## src/rtl/decode_pkg.sv

```systemverilog
// Shared opcode, sign-extender and ALU encodings for the LEGv8 decode stage.
package decode_pkg;

  localparam logic [10:0] OP_LDUR = 11'h7C2;
  localparam logic [10:0] OP_STUR = 11'h7C0;
  localparam logic [10:0] OP_ADD  = 11'h458;
  localparam logic [10:0] OP_SUB  = 11'h658;
  localparam logic [10:0] OP_AND  = 11'h450;
  localparam logic [10:0] OP_ORR  = 11'h550;
  localparam logic [9:0]  OP_ADDI = 10'h244;
  localparam logic [9:0]  OP_SUBI = 10'h344;
  localparam logic [8:0]  OP_MOVZ = 9'h1A5;
  localparam logic [7:0]  OP_CBZ  = 8'hB4;
  localparam logic [5:0]  OP_B    = 6'h05;

  localparam logic [2:0] SE_I    = 3'b000;
  localparam logic [2:0] SE_D    = 3'b001;
  localparam logic [2:0] SE_B    = 3'b010;
  localparam logic [2:0] SE_CBZ  = 3'b011;
  localparam logic [2:0] SE_MOVZ = 3'b100;

  localparam logic [3:0] ALU_AND   = 4'b0000;
  localparam logic [3:0] ALU_ORR   = 4'b0001;
  localparam logic [3:0] ALU_ADD   = 4'b0010;
  localparam logic [3:0] ALU_SUB   = 4'b0110;
  localparam logic [3:0] ALU_PASSB = 4'b0111;

  typedef struct packed {
    logic [2:0] sign_op;
    logic       reg2loc;
    logic       alu_src;
    logic       mem_to_reg;
    logic       reg_write;
    logic       mem_read;
    logic       mem_write;
    logic       branch;
    logic       uncond_branch;
    logic [3:0] alu_op;
  } ctrl_t;

endpackage

```

## src/rtl/instr_decoder.sv

```systemverilog
// Combinational LEGv8 opcode decoder: instruction word to control bundle and illegal flag.
module instr_decoder
  import decode_pkg::*;
#(
  parameter bit ILLEGAL_AS_NOP = 1'b1
) (
  input  logic [31:0] instr_i,
  output ctrl_t       ctrl_o,
  output logic        illegal_o
);

  logic [10:0] op11;
  logic [9:0]  op10;
  logic [8:0]  op9;
  logic [7:0]  op8;
  logic [5:0]  op6;

  assign op11 = instr_i[31:21];
  assign op10 = instr_i[31:22];
  assign op9  = instr_i[31:23];
  assign op8  = instr_i[31:24];
  assign op6  = instr_i[31:26];

  // Widest opcode field is tested first so shorter prefixes cannot shadow it.
  always_comb begin
    ctrl_o    = '0;
    illegal_o = 1'b0;
    if (op11 == OP_LDUR) begin
      ctrl_o.sign_op    = SE_D;
      ctrl_o.alu_src    = 1'b1;
      ctrl_o.mem_to_reg = 1'b1;
      ctrl_o.reg_write  = 1'b1;
      ctrl_o.mem_read   = 1'b1;
      ctrl_o.alu_op     = ALU_ADD;
    end else if (op11 == OP_STUR) begin
      ctrl_o.sign_op   = SE_D;
      ctrl_o.reg2loc   = 1'b1;
      ctrl_o.alu_src   = 1'b1;
      ctrl_o.mem_write = 1'b1;
      ctrl_o.alu_op    = ALU_ADD;
    end else if (op11 == OP_ADD) begin
      ctrl_o.reg_write = 1'b1;
      ctrl_o.alu_op    = ALU_ADD;
    end else if (op11 == OP_SUB) begin
      ctrl_o.reg_write = 1'b1;
      ctrl_o.alu_op    = ALU_SUB;
    end else if (op11 == OP_AND) begin
      ctrl_o.reg_write = 1'b1;
      ctrl_o.alu_op    = ALU_AND;
    end else if (op11 == OP_ORR) begin
      ctrl_o.reg_write = 1'b1;
      ctrl_o.alu_op    = ALU_ORR;
    end else if (op10 == OP_ADDI || op10 == OP_SUBI) begin
      ctrl_o.alu_src   = 1'b1;
      ctrl_o.reg_write = 1'b1;
      ctrl_o.alu_op    = (op10 == OP_ADDI) ? ALU_ADD : ALU_SUB;
    end else if (op9 == OP_MOVZ) begin
      ctrl_o.sign_op   = SE_MOVZ;
      ctrl_o.alu_src   = 1'b1;
      ctrl_o.reg_write = 1'b1;
      ctrl_o.alu_op    = ALU_PASSB;
    end else if (op8 == OP_CBZ) begin
      ctrl_o.sign_op = SE_CBZ;
      ctrl_o.reg2loc = 1'b1;
      ctrl_o.branch  = 1'b1;
      ctrl_o.alu_op  = ALU_PASSB;
    end else if (op6 == OP_B) begin
      ctrl_o.sign_op       = SE_B;
      ctrl_o.uncond_branch = 1'b1;
    end else begin
      illegal_o = 1'b1;
      if (ILLEGAL_AS_NOP) begin
        ctrl_o = '0;
      end else begin
        ctrl_o = 'x;
      end
      ctrl_o.sign_op = SE_I;
    end
  end

endmodule

```

## src/rtl/decode_stage.sv

```systemverilog
// IF/ID pipeline register with valid/ready handshake and opcode decode.
module decode_stage
  import decode_pkg::*;
#(
  parameter int unsigned PC_W           = 64,
  parameter bit          ILLEGAL_AS_NOP = 1'b1
) (
  input  logic            clk,
  input  logic            rst_n,
  input  logic            in_valid,
  output logic            in_ready,
  input  logic [31:0]     in_instr,
  input  logic [PC_W-1:0] in_pc,
  input  logic            flush,
  output logic            out_valid,
  input  logic            out_ready,
  output logic [PC_W-1:0] out_pc,
  output logic [4:0]      rn,
  output logic [4:0]      rm,
  output logic [4:0]      rd,
  output logic [25:0]     imm26,
  output logic [2:0]      sign_op,
  output logic            reg2loc,
  output logic            alu_src,
  output logic            mem_to_reg,
  output logic            reg_write,
  output logic            mem_read,
  output logic            mem_write,
  output logic            branch,
  output logic            uncond_branch,
  output logic [3:0]      alu_op,
  output logic            illegal_o
);

  ctrl_t           dec_ctrl;
  logic            dec_illegal;
  ctrl_t           ctrl_q;
  logic            illegal_q;
  logic            valid_q, valid_d;
  logic [31:0]     instr_q;
  logic [PC_W-1:0] pc_q;
  logic            accept;

  instr_decoder #(
    .ILLEGAL_AS_NOP(ILLEGAL_AS_NOP)
  ) u_instr_decoder (
    .instr_i  (in_instr),
    .ctrl_o   (dec_ctrl),
    .illegal_o(dec_illegal)
  );

  assign in_ready = !valid_q || out_ready;
  assign accept   = in_valid && in_ready && !flush;

  always_comb begin
    valid_d = valid_q;
    if (flush) begin
      valid_d = 1'b0;
    end else if (accept) begin
      valid_d = 1'b1;
    end else if (out_ready) begin
      valid_d = 1'b0;
    end
  end

  // Data is only loaded on accept, so bubbles keep the last decoded payload.
  always_ff @(posedge clk or negedge rst_n) begin
    if (!rst_n) begin
      valid_q   <= 1'b0;
      instr_q   <= '0;
      pc_q      <= '0;
      ctrl_q    <= '0;
      illegal_q <= 1'b0;
    end else begin
      valid_q <= valid_d;
      if (accept) begin
        instr_q   <= in_instr;
        pc_q      <= in_pc;
        ctrl_q    <= dec_ctrl;
        illegal_q <= dec_illegal;
      end
    end
  end

  assign out_valid  = valid_q;
  assign out_pc     = pc_q;
  assign rd         = instr_q[4:0];
  assign rn         = instr_q[9:5];
  assign rm         = instr_q[20:16];
  assign imm26      = instr_q[25:0];
  assign sign_op    = ctrl_q.sign_op;
  assign reg2loc    = ctrl_q.reg2loc;
  assign alu_src    = ctrl_q.alu_src;
  assign mem_to_reg = ctrl_q.mem_to_reg;
  assign mem_read   = ctrl_q.mem_read;
  assign alu_op     = ctrl_q.alu_op;
  assign illegal_o  = illegal_q;

  // State-changing controls are masked so a stale payload can never commit.
  assign reg_write     = ctrl_q.reg_write && valid_q;
  assign mem_write     = ctrl_q.mem_write && valid_q;
  assign branch        = ctrl_q.branch && valid_q;
  assign uncond_branch = ctrl_q.uncond_branch && valid_q;

endmodule
```

## config.mk

```make
export PLATFORM = sky130hd
export DESIGN_NAME = decode_stage
export DESIGN_NICKNAME = d
export VERILOG_FILES = /design/src/rtl/decode_pkg.sv /design/src/rtl/instr_decoder.sv /design/src/rtl/decode_stage.sv
export SDC_FILE = /design/constraint.sdc
export NUM_CORES = 1
export LEC_CHECK = 0
export CORE_AREA = 2 2 114 116
export CTS_CLUSTER_DIAMETER = 50
export DETAILED_ROUTE_END_ITERATION = 10
export DIE_AREA = 0 0 116 118
export PLACE_DENSITY = 0.79
export REMOVE_ABC_BUFFERS = 1
export SYNTH_ARGS = -nofsm -noshare
export SYNTH_HDL_FRONTEND = slang
export SYNTH_SLANG_ARGS = --single-unit
```

## constraint.sdc

```tcl
create_clock -name clk -period 1.4 [get_ports clk]
set_input_delay 0.28 -clock clk [delete_from_list [all_inputs] [get_ports clk]]
set_output_delay 0.28 -clock clk [all_outputs]
set_load 0.02 [all_outputs]
```

==> summary.md, run 1 <==
| Metric | Value |
|---|---|
| GRT met1 Usage | 24.64% |
| Busiest grt layer | met2 |
| TritonCTS clock tree | yes |
| WL/cell | 16.15 um |
| Final setup margin | -0.1719 ns |
| Synth Area in XOR/XNOR | 0% |
| Grt total ovfl | 0 |
| Max_cap viols | 0 |
| H-tree depth | 3 |
| Skew-Pair Late Insertion Delay | 0.33 ns |
| CP endpoint kind | register |
| Row count | 41 |
| Die Footprint | 13690 sq um |
| Gr usage total | 20.61% |
| Yosys warning total | 0 |
| Met2 usage | 36.04% |
| Initial antenna violation count | 0 |
| Diodes inserted | 0 |
| Largest net degree at the start of global routing | 55 |
| Seq/Total Area, Yosys | 60.22% |
| Initial drt markers | 263 |
| Final cycle utilization of the critical path | 112.3% |
| Placed Area | 6913 sq um |
| Root buf cell | clkbuf_16 |
| GPL Wtd Cong | 0.8457 |
| Post-synthesis compound-gate area fraction | 3.327% |
| Total wire length | 15000 um |
| Clk buf depth | 2 |
| Failing checks | negative setup slack |
| # port buffers | 222 |
| Via count | 4365 |
| Overall Power | 8.776 mW |
| Share of cells above drive strength 1 | 20.21% |
| Core area | 12410 sq um |
| Final Max Tran Viols | 0 |
| Status | complete, but fails checks |
| Fillers | 1049 |
| Mux contribution to synthesized area | 0% |
| Crit-path max FO | 7 |
| DP Wirelength | 9346 um |
| Top cell type's share of synthesized area | 60.22% |
| Synth unique cells | 33 |
| CTS Sinks | 105 |
| Die W | 116 um |
| Power per cell area | 1124 nW/um^2 |
| Syn avg cell area | 8.779 sq um |
| Clock slew at reported path FFs | 0.07 ns |
| Syn Inst Count | 497 |
| Mapped cell area | 4363 sq um |
| Most common cell after layout, fill and taps aside | nand2_1 |
| Most frequent cells in the layout | nand2_1, dlygate4sd2_1, dfrtp_1, clkdlybuf4s50_1, buf_4 |
| # IOs | 224 |
| Dpl ws | -0.5870 ns |
| Critical path arrival | 1.85 ns |
| Worst Clk Skew | 0.008799 ns |
| Simple-Gate Fraction of Synth Area | 29.77% |
| Max Fclk | 0.6362 GHz |
| Area grow syn2layout | 78.92% |
| DR vias/cell | 4.699 |
| Final setup vio count | 103 |
| First-pass GRT wire length | 22230 um |
| Global Route met3 Usage | 4.531% |
| # nets final | 855 |
| 1st-pass router iterations | 4 |
| Setup TNS | -10.39 ns |
| WS Path Type | register to register |
| Synthesis-stage register bit count | 105 |
| Vias in the first global route | 4507 |
| Hold WC Path Type | input port to async pin |
| Post-synth top area cell | dfrtp_1 |
| Main combinational cell family by area after synthesis | simple AND/OR/NAND/NOR gates |
| Post-route cell area | 7806 sq um |
| Tmin final | 1.572 ns |
| CTS Buf Count | 9 |
| Synth Area in Adders | 0% |
| Max rail drop VDD | 714.8 uV |
| Minimum hold slack | 0.3046 ns |
| Residual DRC | 0 |
| Starting Density | 35.14% |
| Vert. Die Dim | 118 um |
| Required time worst endpoint | 1.67 ns |
| Final hold viol count | 0 |
| Synth top area cells | dfrtp_1, nand2_1, buf_4, nor2_1, buf_2 |
| CP startpoint kind | register |
| RSZ-0062 raised after global routing | yes |
| Leakage | 4.128 nW |
| Detail Route Antenna Nets | 0 |
| Max reg flops | 64 |
[worst max-delay path: stages, from the launching register on]
cell,delay [ns]
dfrtp_1,0.39
nor2b_4,0.14
buf_6,0.11
nor3b_4,0.23
buf_6,0.14
buf_12,0.12
buf_12,0.11
buf_12,0.13
nand2_2,0.05
nand2_1,0.07
[final timing paths]
kind                                   start           to  slack, ns  cells past startpoint
worst min register to register    out_pc[31]   out_pc[31]       0.46                      2
worst min-delay path                   rst_n    out_pc[7]       0.30                      2
max in group asynchronous              rst_n   out_pc[45]       0.60                      3
worst max register to register     out_valid  instr_q[19]      -0.17                      9
min in group clk                in_instr[21]  instr_q[21]       0.31                      3
worst max-delay path               out_valid  instr_q[19]      -0.17                      9
[synth_stat cells]
cell and count:
nand2_1 281, dfrtp_1 105, buf_4 24, nor2_1 11, buf_2 8, clkbuf_1 7
o21ai_0 7, and2_1 6, inv_1 6, buf_1 5, nand4_1 4, nor2b_1 4
a31oi_1 3, nand3_1 3, nor3_1 3, o31ai_1 3, a211oi_1 1, a21boi_0 1
a21o_1 1, a21oi_1 1, a22o_1 1, a22oi_1 1, a41oi_1 1, and4bb_2 1
conb_1 1, nand2_2 1, nand3b_1 1, nand4b_2 1, nor3b_4 1, o211ai_1 1
o41ai_1 1, or3b_4 1, or4b_4 1
[metal layers]
| layer | share of wire [%] | vias to the layer above |
|---|---|---|
| li1 | - | 2042 |
| met1 | 40 | 2099 |
| met2 | 52 | 185 |
| met3 | 5.7 | 39 |
| met4 | 3.1 | 0 |
| met5 | 0 | - |
[stage by stage]
step	util (%)	cells
detailed placement	55.68	886
global placement	55.68	886
CTS	60.89	921
finish	62.88	929
global route	62.88	929
floorplan	-	453
[area by class of cell]
type                       count  area [sq um]  share of cell area (%)
timing repair buffer         290          2928                   37.51
sequential                   105          2628                   33.66
multi-input combinational    342          1713                   21.94
clock buffer                  11         232.7                   2.981
tap                          172         215.2                   2.757
clock inverter                 3         67.56                  0.8655
inverter                       6         22.52                  0.2885
[repair_timing]
action / 4_1_cts / 5_1_grt
pin swaps: 25 / 31
endpoints found under the setup margin: 223 / 112
setup buffers: 15 / 7
hold endpoints to repair: 15 / 0
hold buffers: 1 / 0
resized for setup: 214 / 54
gates cloned: 5 / 5
[logic make-up after synthesis]
family                 Yosys count
other                            1
buffers and inverters           50
flip-flops                     105
AND/OR/NAND/NOR                319
AO/OA/AOI/OAI                   22
[report_power, final]
part | leakage (nW) | switching, mW | internal, mW | total (mW)
combinational | 2.68 | 1.41 | 1.11 | 2.52
sequential | 1.31 | 0.224 | 3.43 | 3.66
clock | 0.142 | 1.05 | 1.55 | 2.60
total | 4.13 | 2.68 | 6.09 | 8.78
(Power assumes the default switching activity.)
==> inputs of run 2 (changes only) <==
--- a/config.mk
+++ b/config.mk
@@ -5,6 +5,7 @@
 export SDC_FILE = /design/constraint.sdc
 export NUM_CORES = 1
 export LEC_CHECK = 0
+export CAP_MARGIN = 20
 export CORE_AREA = 2 2 114 116
 export CTS_CLUSTER_DIAMETER = 50
 export DETAILED_ROUTE_END_ITERATION = 10
@@ -14,3 +15,4 @@
 export SYNTH_ARGS = -nofsm -noshare
 export SYNTH_HDL_FRONTEND = slang
 export SYNTH_SLANG_ARGS = --single-unit
+export TNS_END_PERCENT = 50
==> summary.md, run 2 (synthesis results as in run 1) <==
| Metric | Value |
|---|---|
| CP Cell Sequence | nor2b_4 -> buf_6 -> nor3b_4 -> buf_6 -> buf_12 -> buf_12 -> buf_12 -> nand2_2 -> nand2_2 |
| WS Path Type | register to register |
| CTS Buf Count | 9 |
| Final hold viol count | 0 |
| R2r startpoint | out_valid |
| H-tree depth | 3 |
| DP Wirelength | 9346 um |
| Non-filler cells, final | 921 |
| Overall Power | 8.776 mW |
| Critical path arrival | 1.84 ns |
| Failing checks | negative setup slack |
| GPL Wtd Cong | 0.8457 |
| CP max stage cell | dfrtp_1 |
| First-pass GRT wire length | 21180 um |
| Largest net degree at the start of global routing | 55 |
| Clock share of power | 29.6% |
| Core area | 12410 sq um |
| Share of cells above drive strength 1 | 23.63% |
| Crit-path most repeated cell | buf_12 |
| Busiest grt layer | met2 |
| Met2 usage | 33.99% |
| Worst path max stage delay | 0.39 ns |
| DR vias/cell | 4.617 |
| Row count | 41 |
| Grt total ovfl | 0 |
| Total wire length | 14140 um |
| Leakage | 4.206 nW |
| Power per cell area | 1117 nW/um^2 |
| WL/cell | 15.36 um |
| Max_cap viols | 0 |
| Starting Density | 35.14% |
| Detail Route Antenna Nets | 0 |
| Final cycle utilization of the critical path | 112.3% |
| Worst Clk Skew | 0.007768 ns |
| Initial drt markers | 216 |
| Sw Share | 30.71% |
| Final setup vio count | 97 |
| Via count | 4252 |
| Residual DRC | 0 |
| Area grow syn2layout | 80.10% |
| GRT met1 Usage | 23.49% |
| # nets final | 847 |
| # port buffers | 222 |
| Required time worst endpoint | 1.67 ns |
| Placed Area | 6913 sq um |
| Initial antenna violation count | 0 |
| Final Max Tran Viols | 0 |
| TritonCTS clock tree | yes |
| Post-route cell area | 7858 sq um |
| # IOs | 224 |
| Max Fclk | 0.6362 GHz |
| Net Sw Power | 2.695 mW |
| Placed insts | 886 |
| Internal | 6.081 mW |
| Final setup margin | -0.1717 ns |
| CTS Sinks | 105 |
| Reg2reg path depth | 9 |
| Largest delay contributor family on the critical path | buffers and inverters |
| Share of power burned in registers | 41.6% |
| Most common cell after layout, fill and taps aside | nand2_1 |
| Clock slew at reported path FFs | 0.07 ns |
| Most frequent cells in the layout | nand2_1, dlygate4sd2_1, dfrtp_1, clkdlybuf4s50_1, nand2_2 |
| Tmin final | 1.572 ns |
| Gr usage total | 19.41% |
| 1st-pass router iterations | 4 |
| Vert. Die Dim | 118 um |
| Max rail drop VDD | 541.6 uV |
| Crit-path max FO | 5 |
| CP endpoint kind | register |
| Max reg flops | 64 |
| Skew-Pair Late Insertion Delay | 0.34 ns |
| Die W | 116 um |
| Fillers | 1030 |
| Clk buf depth | 2 |
| Global Route met3 Usage | 3.913% |
| Root buf cell | clkbuf_16 |
| Vias in the first global route | 4372 |
| RSZ-0062 raised after global routing | yes |
| Reg2reg setup slack | -0.17 ns |
| CP startpoint kind | register |
| Die Footprint | 13690 sq um |
| Hold WC Path Type | input port to async pin |
| Diodes inserted | 0 |
| Status | complete, but fails checks |
| Comb power frac | 28.8% |
| Buf+Inv Stages, Crit Path | 5 |
| R2r endpoint | out_pc[45] |
==> run 2: layer usage <==
metal  share of wire, %  wire length (um)
met1                 39              5565
met2                 52              7332
met3                6.0               842
met4                2.8               402
met5                  0                 0
==> run 2: layout make-up <==
type,instances,area (sq um),area share (%)
clock inverters,3,67.56,0.8599
clock buffers,11,232.7,2.962
well taps,172,215.2,2.739
repair buffers,282,2833,36.05
inverters,6,22.52,0.2866
flip-flops and latches,105,2628,33.44
multi-input cells,342,1859,23.66
==> run 2: how the worst max path moves through the flow <==
stage,startpoint,depth (start not counted),endpoint,slack [ns]
after floorplan,out_valid,6,alu_op[2],-2.02
after global placement,in_instr[28],5,illegal_o,-0.54
after detailed placement,in_instr[28],5,illegal_o,-0.59
after CTS,out_valid,8,out_pc[48],-0.19
after global routing,out_valid,9,out_pc[45],-0.25
final,out_valid,9,out_pc[45],-0.17
==> run 2: power by group through the flow <==
stage	registers [mW]	logic (mW)	clock network [mW]
2_1_floorplan	4.30	0.437	0
3_3_place_gp	3.71	2.54	0
3_5_place_dp	3.73	2.59	0
4_1_cts	3.66	2.36	2.67
5_1_grt	3.70	2.70	2.81
6_report	3.65	2.52	2.60
==> run 2: metrics by stage <==
stage | setup slack (ns) | TNS (ns) | utilization (%) | hold slack [ns]
floorplan | -2.023 | -181.17 | - | -0.01559
global placement | -0.5445 | -38.30 | 55.68 | 0.1023
detailed placement | -0.5870 | -44.57 | 55.68 | 0.1058
CTS | -0.1941 | -12.61 | 59.30 | 0.2947
global route | -0.2481 | -20.05 | 63.29 | 0.2995
finish | -0.1717 | -11.85 | 63.29 | 0.3040
==> run 2: timing repair <==
action,in CTS,in global routing
endpoints found under the hold margin,15,0
pin swaps,21,67
setup buffers,9,4
cloned,2,5
setup endpoints to repair,223,112
hold buffers,1,0
gates resized for setup,198,111
==> RTL edit 1: new RTL, config.mk and constraints of run 1 <==
`ILLEGAL_AS_NOP` is set to 1'b1 in 2 places; all go to 1'b0.
--- a/src/rtl/instr_decoder.sv
+++ b/src/rtl/instr_decoder.sv
@@ -2,7 +2,7 @@
 module instr_decoder
   import decode_pkg::*;
 #(
-  parameter bit ILLEGAL_AS_NOP = 1'b1
+  parameter bit ILLEGAL_AS_NOP = 1'b0
 ) (
   input  logic [31:0] instr_i,
   output ctrl_t       ctrl_o,
--- a/src/rtl/decode_stage.sv
+++ b/src/rtl/decode_stage.sv
@@ -3,7 +3,7 @@
   import decode_pkg::*;
 #(
   parameter int unsigned PC_W           = 64,
-  parameter bit          ILLEGAL_AS_NOP = 1'b1
+  parameter bit          ILLEGAL_AS_NOP = 1'b0
 ) (
   input  logic            clk,
   input  logic            rst_n,
Function: changed (Yosys sat finds a counterexample within 4 cycles, from zero or initial values and one cycle with rst_n low).
==> RTL edit 1 against run 1 <==
  * The run ends with negative hold slack, negative setup slack left
  * Via count down 0.66%
  * Clock power up 11%
  * Power up 5.5%
  * First-iteration DRC count shrank 16%
  * Die area unchanged
  * Area after synthesis rose by 0.72%
  * Sequential cell count did not move
  * Clock skew fell by 1.3 ps
  * Wire length grew 1.9%
  * Setup slack gained 53 ps
  * Synthesized cell count decreased by 1.2%
  * Cell area is 6.8% higher
  * Sequential share of layout area down 2.1 points
==> RTL edit 1: results (changes against run 1) <==
[run_status]
status=finished, violations left
violations=negative hold slack, negative setup slack

[sta]
fin_worst_skew_ps=7.52  ; -1.28 ps
timing.final.ws_setup_ps=-119  ; +52.9 ps
whs_ps=-9.90  ; -315 ps
setup_viol=87  ; -16%
fin_setup_tns_ps=-4960  ; +5420 ps
hold_violations=7  ; +7

[clock_tree]
clock_latency_ps=340
numCtsBuffers=9  ; unchanged
cts_max_level=3  ; unchanged
clk_pin_slew_ps=70  ; about the same
cts_root_buf=clkbuf_16

[placed_design]
dp_cells=873  ; -1.5%
gp_congestion=0.971  ; +15%
hpwl_um=9470  ; +1.3%
dpl_worst_slack_ps=-616  ; -29.0 ps
postPlaceCellArea_mm2=0.00693  ; +0.29%

[setup_path]
rr_worst_depth=8  ; -1
cpMaxStageDelayCell=dfrtp_2
cp.arrival_ps=1760  ; -90 ps
r2r_end=instr_q[5]
end_kind=flip-flop
crit_path_max_incr_delay_ps=410  ; +20 ps
cp_max_fo=7  ; unchanged
cpLargestDelayFamily=buffers and inverters
startpoint=out_valid

[drt]
met1_length_um=5820  ; -2.2%
wl_met3_um=865  ; +0.46%
viasPerCell=4.68  ; -0.45%
drt_iter0_drc=222  ; -16%
dr_wl_met2_um=8220  ; +6.4%
routed_wl_um=15300  ; +1.9%
first_pass_iters=5  ; +1

[power_and_ir_drop]
leakagePower_uw=0.00442  ; +7.1%
pg_comb_uw=2700  ; +7%
power_frac_clock=0.311  ; +0.015
switchingPower_uw=2830  ; +5.5%
p_seq_frac=0.397  ; -0.020
ir_drop_uv=565  ; -21%

[synthesis]
synth_common_cells=nand2_1 (279), dfrtp_1 (105), buf_4 (25)
synth_cell_type_count=36  ; +9.1%
synth_area_leaders=dfrtp_1 (60%), nand2_1 (24%), buf_4 (4.3%)
synth_ff_type=dfrtp_1
syn-instance-count=491  ; -1.2%
yosysWarnings=0  ; unchanged
yosysSeqAreaShare=0.598  ; -0.00429

[cells_and_area]
nets=851  ; -0.47%
diodes=0  ; unchanged
drive_above_1_share=0.283  ; +0.0813
n_fill_cell=951  ; -9.3%
stdcell_count=927  ; -0.22%

[grt]
grt_pass1_wl_um=23000  ; +3.6%
grt_use_total=0.216  ; +0.00954
met2_usage=0.390  ; +0.0292
grt_pass1_vias=4616  ; +2.4%
grt_max_degree=106  ; +93%
grt_use_met3=0.0479  ; +0.00257
met1_usage=0.236  ; -0.0105

[worst_hold_path]
hold_path.class=in -> async

RTL edit 1: cell types whose count changed after synthesis, sizes merged, moves of 2 or more:
cell / before / now
nand4: 4 / 2
and2: 6 / 8
nor4b: 0 / 3
nand2: 282 / 280
inv: 6 / 3
nor3b: 1 / 3
nor2: 11 / 5
buf: 37 / 39
RTL edit 1: kinds of logic after synthesis:
kind of cell / count (synthesis) / synth area share
other cells: 1 / 0.000853
flops: 105 / 0.598
buf+inv: 48 / 0.0644
compound gates: 21 / 0.0379
simple gates: 316 / 0.299
RTL edit 1: area by class of cell:
cell class	count	area, µm²	area share
inverters	3	11.3	0.00135
well taps	172	215	0.0258
multi-input cells	338	2040	0.244
repair buffers	293	3100	0.372
flip-flops and latches	105	2630	0.315
clock inverters	6	105	0.0126
clock buffers	10	239	0.0287
RTL edit 1: timing repair:
item,4_1_cts,5_1_grt
endpoints found under the setup margin,224,109
cloned,11,3
buffers inserted,24,8
resized for setup,239,122
pin swaps,56,66
==> RTL edit 2: new RTL, settings of run 1 <==
Without the edit above. Make the reset (`rst_n`) synchronous in one clocked block.
--- a/src/rtl/decode_stage.sv
+++ b/src/rtl/decode_stage.sv
@@ -64,7 +64,7 @@
   end
 
   // Data is only loaded on accept, so bubbles keep the last decoded payload.
-  always_ff @(posedge clk or negedge rst_n) begin
+  always_ff @(posedge clk) begin
     if (!rst_n) begin
       valid_q   <= 1'b0;
       instr_q   <= '0;
Behaviour: differs if rst_n is asserted again (counterexample within 4 cycles, from zero or initial values and one cycle with rst_n low); with rst_n held inactive, the same outputs for 4 cycles.
==> RTL edit 2 against run 1 <==
  * The flow still finishes with violations (negative setup slack)
  * Sequential power down 13%
  * Cell count increased by 2.0%
  * Setup slack improved by 110 ps
  * Highest routed layer unchanged
  * Area after synthesis fell by 6.6%
  * Count of clock-buffer cells in the layout decreased by 1
  * Cell area rose by 8.4%
  * Fmax up 7.3%
  * Wire length grew 7.7%
  * Power shrank 16%
  * Sequential cell count stayed put
==> RTL edit 2: results (changes against run 1) <==
[grt]
grt_pass1_wl_um=21800  ; -1.9%
grt_pass1_vias=4284  ; -4.9%
grt_max_degree=39  ; -29%
antenna_found_initial=0  ; unchanged
grt_use_total=0.204  ; -0.00210

[drt]
first_pass_iters=4  ; unchanged
drt_iter0_drc=174  ; -34%
routed_wl_um=16200  ; +7.7%
route.vias.total=4602  ; +5.4%

[synthesis]
yosysSeqAreaShare=0.516  ; -0.0864
synth_cell_type_count=44  ; +33%
async_reset_ff_frac=0  ; -1.00
synth_area_leaders=dfxtp_1 (52%), nand2_1 (17%), a21oi_1 (12%)
synth_common_cells=nand2_1 (189), dfxtp_1 (105), a21oi_1 (95)

[cells_and_area]
nets=873  ; +2.1%
drive_above_1_share=0.403  ; +0.201

[setup_path]
cp.arrival_ps=1690  ; -160 ps

[run_status]
status=finished, violations left
violations=negative setup slack

[worst_hold_path]
hold_path.class=in -> reg

[power_and_ir_drop]
leakagePower_uw=0.00376  ; -9.0%
ir_drop_uv=518  ; -27%

[placed_design]
gp_congestion=0.837  ; -1.1%
dpl_worst_slack_ps=-623  ; -36.2 ps
hpwl_um=8720  ; -6.7%
postPlaceCellArea_mm2=0.00668  ; -3.4%

[sta]
timing.final.ws_setup_ps=-64.5  ; +107 ps
whs_ps=235  ; -69.4 ps
fin_worst_skew_ps=6.69  ; -2.11 ps
setup_viol=39  ; -62%

[job]
max_cap_viol_count=0  ; unchanged

[clock_tree]
cts_root_buf=clkbuf_16
cts_max_level=3  ; unchanged

==> RTL edit 2: critical path: stages, from the launching register on <==
cell and delay (ps):
dfxtp_4 360, nor2b_4 210, buf_6 120, nor2_4 40, buf_6 120, buf_8 130, buf_6 110, o21a_1 150
o31a_2 100
==> RTL edit 2: kinds of logic after synthesis <==
logic type / count (synthesis) / synth area share
compound gates: 116 / 0.157
buf+inv: 60 / 0.0814
simple gates: 231 / 0.245
flops: 105 / 0.516
other cells: 1 / 0.000920
==> RTL edit 2: power by group <==
part	total [µW]	leakage (µW)	internal (µW)	switching, µW
clock network	2490	0.000131	1380	1120
logic	1720	0.00277	870	847
registers	3200	0.000858	3120	83.3
total	7410	0.00376	5360	2050
==> RTL edit 2: what timing repair did <==
action	in CTS	in global routing
cloned	12	7
buffers inserted	19	9
resized for setup	232	250
pin swaps	52	111
endpoints found under the setup margin	222	112
==> RTL edit 2: metrics by stage <==
step	setup TNS, ps	instances
finish	-672	948
global route	-5360	948
CTS	-5820	938
detailed placement	-39180	893
global placement	-37510	893
floorplan	-272410	456
==> RTL edit 2: per-layer routing <==
metal	wire, µm	track usage	part of all wire
met3	1170	0.0582	0.072
met1	6080	0.233	0.38
met5	0	0	0
met2	8500	0.351	0.53
met4	411	0.0871	0.025
==> RTL edit 2: path summary, 6_finish.rpt <==
kind	startpoint	to	cells after the start
setup / recovery	out_valid	reg2loc	8
hold / removal	in_instr[24]	instr_q[24]	3
setup reg to reg	out_valid	reg2loc	8
hold reg to reg	instr_q[25]	instr_q[25]	2
==> RTL edit 2: final cells by class <==
| class | count | area, µm² |
|---|---|---|
| Fill cell | 980 | 3950 |
| Timing Repair Buffer | 304 | 3250 |
| Multi-Input combinational cell | 349 | 2600 |
| Sequential cell | 105 | 2110 |
| Clock buffer | 10 | 229 |
| Tap cell | 172 | 215 |
| Clock inverter | 5 | 57.6 |
| Inverter | 3 | 11.3 |
